<file path="src/rtl/wavetable_scheduler.sv">
// Shares one async-read sine ROM across NUM_VOICES phase accumulators, one mix per sample_tick.
// Optional GAIN_WEIGHT_EN: weights each voice by its 4-bit gain and widens mix_out by 4 bits.
module wavetable_scheduler #(
  parameter int NUM_VOICES = 4,
`ifdef GAIN_WEIGHT_EN
  localparam int MIX_W = 16 + $clog2(NUM_VOICES) + 4
`else
  localparam int MIX_W = 16 + $clog2(NUM_VOICES)
`endif
) (
  input  logic                    i_clk,
  input  logic                    i_rst_n,
  input  logic                    i_sample_tick,
  input  logic [16*NUM_VOICES-1:0] i_phase_inc,
  input  logic [NUM_VOICES-1:0]   i_voice_en,
  input  logic [4*NUM_VOICES-1:0] i_voice_gain,
  output logic [7:0]              o_lut_addr,
  input  logic [15:0]             i_lut_data,
  output logic [MIX_W-1:0]        o_mix_out,
  output logic                    o_mix_valid,
  output logic                    o_busy,
  output logic                    o_overrun
);

  localparam int VIDX_W = (NUM_VOICES > 1) ? $clog2(NUM_VOICES) : 1;

`ifdef GAIN_WEIGHT_EN
  localparam int TERM_W = 20;
`else
  localparam int TERM_W = 16;
`endif

  typedef enum logic [1:0] {
    S_IDLE,
    S_ADDR,
    S_READ,
    S_DONE
  } state_t;

  state_t              r_state;
  logic [VIDX_W-1:0]   r_voiceIdx;
  logic [MIX_W-1:0]    r_acc;
  logic [15:0]         r_phase [NUM_VOICES];

  logic [15:0]         w_curInc;
  logic                w_curEn;
  logic [TERM_W-1:0]   w_term;
  logic                w_lastVoice;

  assign w_curInc    = i_phase_inc[16*int'(r_voiceIdx) +: 16];
  assign w_curEn     = i_voice_en[r_voiceIdx];
  assign w_lastVoice = (r_voiceIdx == VIDX_W'(NUM_VOICES - 1));
  assign o_busy      = (r_state != S_IDLE);

`ifdef GAIN_WEIGHT_EN
  logic [3:0] w_curGain;
  assign w_curGain = i_voice_gain[4*int'(r_voiceIdx) +: 4];
  assign w_term    = TERM_W'(i_lut_data) * TERM_W'(w_curGain);
`else
  // Gain input is kept on the port for pin compatibility but has no effect in this build.
  logic w_unused;
  assign w_unused = &{1'b0, i_voice_gain};
  assign w_term   = i_lut_data;
`endif

  always_ff @(posedge i_clk) begin
    if (!i_rst_n) begin
      r_state     <= S_IDLE;
      r_voiceIdx  <= '0;
      r_acc       <= '0;
      o_lut_addr  <= '0;
      o_mix_out   <= '0;
      o_mix_valid <= 1'b0;
      o_overrun   <= 1'b0;
      for (int v = 0; v < NUM_VOICES; v++) begin
        r_phase[v] <= '0;
      end
    end else begin
      o_mix_valid <= 1'b0;
      // A tick is only honoured in IDLE; anything arriving mid-frame is dropped and remembered.
      if (i_sample_tick && (r_state != S_IDLE)) begin
        o_overrun <= 1'b1;
      end
      unique case (r_state)
        S_IDLE: begin
          if (i_sample_tick) begin
            r_acc      <= '0;
            r_voiceIdx <= '0;
            r_state    <= S_ADDR;
          end
        end
        S_ADDR: begin
          o_lut_addr <= r_phase[r_voiceIdx][15:8];
          r_state    <= S_READ;
        end
        S_READ: begin
          if (w_curEn) begin
            r_acc <= r_acc + MIX_W'(w_term);
          end
          // Disabled voices park at phase 0 so they restart aligned when re-enabled.
          r_phase[r_voiceIdx] <= w_curEn ? (r_phase[r_voiceIdx] + w_curInc) : 16'h0000;
          if (w_lastVoice) begin
            r_state <= S_DONE;
          end else begin
            r_voiceIdx <= r_voiceIdx + VIDX_W'(1);
            r_state    <= S_ADDR;
          end
        end
        S_DONE: begin
          o_mix_out   <= r_acc;
          o_mix_valid <= 1'b1;
          r_state     <= S_IDLE;
        end
        default: r_state <= S_IDLE;
      endcase
    end
  end

endmodule

</file>
<file path="config.mk">
export PLATFORM = sky130hd
export DESIGN_NAME = wavetable_scheduler
export DESIGN_NICKNAME = d
export VERILOG_FILES = /design/src/rtl/wavetable_scheduler.sv
export SDC_FILE = /design/constraint.sdc
export NUM_CORES = 1
export LEC_CHECK = 0
export ABC_AREA = 1
export BUFFER_PORTS_ARGS = -buffer_cell sky130_fd_sc_hd__buf_2
export CAP_MARGIN = 20
export CORE_MARGIN = 10
export CORE_UTILIZATION = 55
export CTS_BUF_LIST = sky130_fd_sc_hd__clkbuf_4 sky130_fd_sc_hd__clkbuf_8
export DETAILED_ROUTE_END_ITERATION = 6
export HOLD_SLACK_MARGIN = 0.02
export PLACE_DENSITY = 0.79
export SETUP_SLACK_MARGIN = 0.15
export SLEW_MARGIN = 20
export SYNTH_ARGS = -nofsm -noshare
export SYNTH_HDL_FRONTEND = slang
export SYNTH_SLANG_ARGS = --single-unit
</file>
<file path="constraint.sdc">
create_clock -name i_clk -period 2.9 [get_ports i_clk]
set_clock_uncertainty 0.1 [all_clocks]
set_input_delay 0.29 -clock i_clk [delete_from_list [all_inputs] [get_ports i_clk]]
set_output_delay 0.29 -clock i_clk [all_outputs]
set_load 0.005 [all_outputs]
</file>
==> results.yml <==
setup_path:
  critPathKind: "flip-flop to flip-flop"
  worst_ep_required_time_ns: 2.98
  cpPeakStageDelay_ns: 0.37
  cp-startpoint: "r_voiceIdx[0]$_SDFFE_PN0P_"
  timing.rr.start: "r_voiceIdx[0]$_SDFFE_PN0P_"
  crit_path_end_kind: "flip-flop"
  cp_data_arrival_time_ns: 2.74
  crit_family: "simple AND/OR/NAND/NOR gates"
  r2r_end: "r_phase[0][6]$_SDFFCE_PN0P_"
  critPathSlowestCell: "fa_2"
  r2r_setup_slack_ns: 0.25
  path_depth: 12
  endpoint: "r_phase[0][6]$_SDFFCE_PN0P_"
  crit_chain: "buf_12 -> o21ai_0 -> o22ai_1 -> ha_1 -> fa_2 -> nand3_1 -> nand2_1 -> nand3_1 -> nand2_1 -> or2_2 -> nand3_1 -> nor2_1"
  r2r_cells: 12
  startpoint_type: "flip-flop"
  critPathBufInv: 1
  crit_top_cell: "nand3_1"
  cp_max_fo: 31
placed_design:
  hpwl_um: 14100
  post-place-cells: 1192
  gp_congestion: 0.998
  numPortBuffers: 115
  dp_slack_ns: 0.192
timing:
  timing.final.crit_share_pct: 91.5
  hold_viol: 0
  tightestPinTransition_ns: 0.997
  final_max_slew_viol_count: 0
  setup_slack_ns: 0.245
  tns_ns: 0
  hold_ws_ns: 0.0591
  maxSlewHeadroom_pct: 33.3
  max_freq_mhz: 377
  rsz0062_at_grt: "true"
  setup_viol: 0
  period_minus_slack_ns: 2.65
pwr:
  leakagePower_nw: 3.87
  ir_worst_vdd_mv: 0.330
  p_total_mw: 4.47
  p_per_area_nw_per_um2: 539
routing:
  wl_per_cell_um: 15.8
  dr.pass1.iters: 5
  viasPerCell: 5.34
  vias: 6551
  drt-initial-drc-count: 424
  postRouteAntennaNets: 0
  remaining_drc_errors: 0
  finalWirelength_um: 19300
floorplan:
  top_level_ports: 132
  core_sq_um: 12200
  start_util_pct: 57.1
  design.die.area_sq_um: 17500
  fp.dieW_um: 132
  rows: 40
  die_height_um: 132
cts:
  cts_root_buf: "clkbuf_8"
  htreeDepth: 4
  tritoncts: "built"
  clockBufferDepth: 2
  numCtsBuffers: 17
  cts.sinks: 116
  clk_pin_slew_ns: 0.07
  clock_latency_ns: 0.45
grt:
  grt_first_pass_wirelength_um: 31100
  grt-ovfl-total: 0
  grt_start_max_net_pins: 33
  grt_antenna_before_repair: 0
  track_usage_pct: 21.8
  grt_pass1_vias: 6494
yosys:
  synthCells: 918
  syn_avg_cell_area_sq_um: 7.56
  syn-num-nets: 1055
  synth-seq-cells: 116
  netlist_area_sq_um: 6940
  yosys_warnings: 0
  ys_seq_area_share_pct: 42.7
  ys_types: 40
finish:
  fin_cells: 1226
  drive_above_1_share_pct: 20.3
  area_delta_synth_final_pct: 19.5
  fillers: 1056
  fin_nets: 1182
  n_antenna_cell: 0
run:
  maxCapViolCount: 0
run_status:
  status: "complete, no violations"
hold_path:
  hold_path.class: "primary input to flip-flop"
[sequential cells by signal (all words and copies together) (netlist names), named ones only]
signal       count
r_phase         64
o_mix_out       18
r_acc           18
o_lut_addr       8
r_state          2
r_voiceIdx       2
o_mix_valid      1
o_overrun        1
[cell families (layout without fill, tap and decap cells)]
| kind of cell | after synthesis | after routing | share of synthesized area (%) |
|---|---|---|---|
| compound gates | 190 | 190 | 14.7 |
| xor+xnor | 3 | 3 | 0.379 |
| fa+ha+maj | 34 | 34 | 6.35 |
| buf+inv | 132 | 272 | 7.86 |
| flops | 116 | 116 | 42.7 |
| simple gates | 443 | 443 | 28.0 |
[Yosys cell counts]
| cell type | number | area (sq um) |
|---|---|---|
| inv_4 | 1 | 6.26 |
| edfxtp_1 | 64 | 1920 |
| nor2_1 | 166 | 623 |
| nor2_4 | 1 | 11.3 |
| o21a_1 | 3 | 22.5 |
| xnor2_1 | 2 | 17.5 |
| nor3_1 | 5 | 25.0 |
| inv_2 | 4 | 15.0 |
| a32oi_1 | 7 | 61.3 |
| or2_4 | 1 | 8.76 |
| nand3_1 | 41 | 205 |
| nor3_2 | 1 | 10.0 |
| a21oi_1 | 65 | 325 |
| nand4_1 | 4 | 25.0 |
| o21ai_1 | 1 | 5.00 |
| nor2_2 | 6 | 37.5 |
| o31ai_1 | 1 | 7.51 |
| buf_12 | 1 | 20.0 |
| buf_2 | 10 | 50.1 |
| fa_1 | 2 | 40.0 |
| nand2_4 | 1 | 11.3 |
| o21ai_0 | 87 | 435 |
| nand3_4 | 7 | 123 |
| clkinv_1 | 1 | 3.75 |
| nand3b_1 | 8 | 60.1 |
| a211oi_1 | 3 | 22.5 |
| buf_4 | 3 | 22.5 |
| xor2_1 | 1 | 8.76 |
| and3_1 | 1 | 6.26 |
| inv_1 | 91 | 342 |
| or2_2 | 1 | 6.26 |
| nand2_1 | 190 | 713 |
| clkbuf_1 | 20 | 75.1 |
| and2_1 | 3 | 18.8 |
| buf_6 | 1 | 11.3 |
| dfxtp_1 | 52 | 1040 |
| nand2_2 | 6 | 37.5 |
| nor2_8 | 1 | 20.0 |
| ha_1 | 32 | 400 |
| o22ai_1 | 23 | 144 |
[report_power, final]
part / internal, mW / switching, mW
combinational: 0.377 / 0.640
clock: 0.950 / 0.685
sequential: 1.79 / 0.0273
[through the flow]
step	area (sq um)	utilization [%]
after floorplan	6940	-
after CTS	8230	67.7
after global routing	8290	68.2
after detailed placement	7780	64.0
final	8290	68.2
after global placement	7780	64.0
[how the worst min path moves through the flow]
stage                                      start                      end  cells after the start
after floorplan                    i_sample_tick   o_overrun$_SDFFE_PN0P_                      2
after CTS                                i_rst_n  r_state[1]$_SDFFE_PN0N_                      2
after global placement    o_overrun$_SDFFE_PN0P_   o_overrun$_SDFFE_PN0P_                      2
after global routing                     i_rst_n  r_state[1]$_SDFFE_PN0N_                      2
after detailed placement  o_overrun$_SDFFE_PN0P_   o_overrun$_SDFFE_PN0P_                      2
final                                    i_rst_n  r_state[1]$_SDFFE_PN0N_                      2
[cells in the final DEF, fill, tap and decap left out, types with 4 or more instances in the layout]
| cell type | n |
|---|---|
| nand3b_1 | 8 |
| o21ai_1 | 5 |
| edfxtp_1 | 64 |
| nand2_2 | 6 |
| nand3_4 | 7 |
| clkbuf_8 | 18 |
| inv_2 | 4 |
| nor2_1 | 166 |
| a32oi_1 | 4 |
| buf_4 | 22 |
| nor2_2 | 6 |
| inv_1 | 91 |
| nor3_1 | 5 |
| nand3_1 | 39 |
| buf_2 | 115 |
| o21ai_0 | 83 |
| nand4_1 | 4 |
| ha_1 | 32 |
| o22ai_1 | 22 |
| clkinvlp_4 | 5 |
| bufinv_16 | 4 |
| dfxtp_1 | 50 |
| nand2_1 | 190 |
| a21oi_1 | 63 |
[what timing repair did]
action | CTS | global route
endpoints found under the hold margin | 1 | 0
setup buffers | 0 | 1
endpoints found under the setup margin | 0 | 39
hold buffers | 1 | 0
gates resized for setup | 0 | 17
[metal layers]
layer / track usage, % / vias up / part of all wire, %
met5: 0 / - / 0
met4: 10.3 / 0 / 2.6
met3: 4.92 / 42 / 5.8
met2: 38.2 / 194 / 51
met1: 24.4 / 3004 / 40
li1: - / 3311 / -
[final cells by class]
type                            count  area (sq um)  share of cell area [%]
Inverter                           97           367                    4.42
Multi-Input combinational cell    670          3490                    42.0
Timing Repair Buffer              143           833                    10.0
Clock inverter                     14           185                    2.23
Sequential cell                   116          2970                    35.8
Clock buffer                       18           248                    2.99
Tap cell                          168           210                    2.53
No activity file was read; power rests on OpenSTA's default activity.
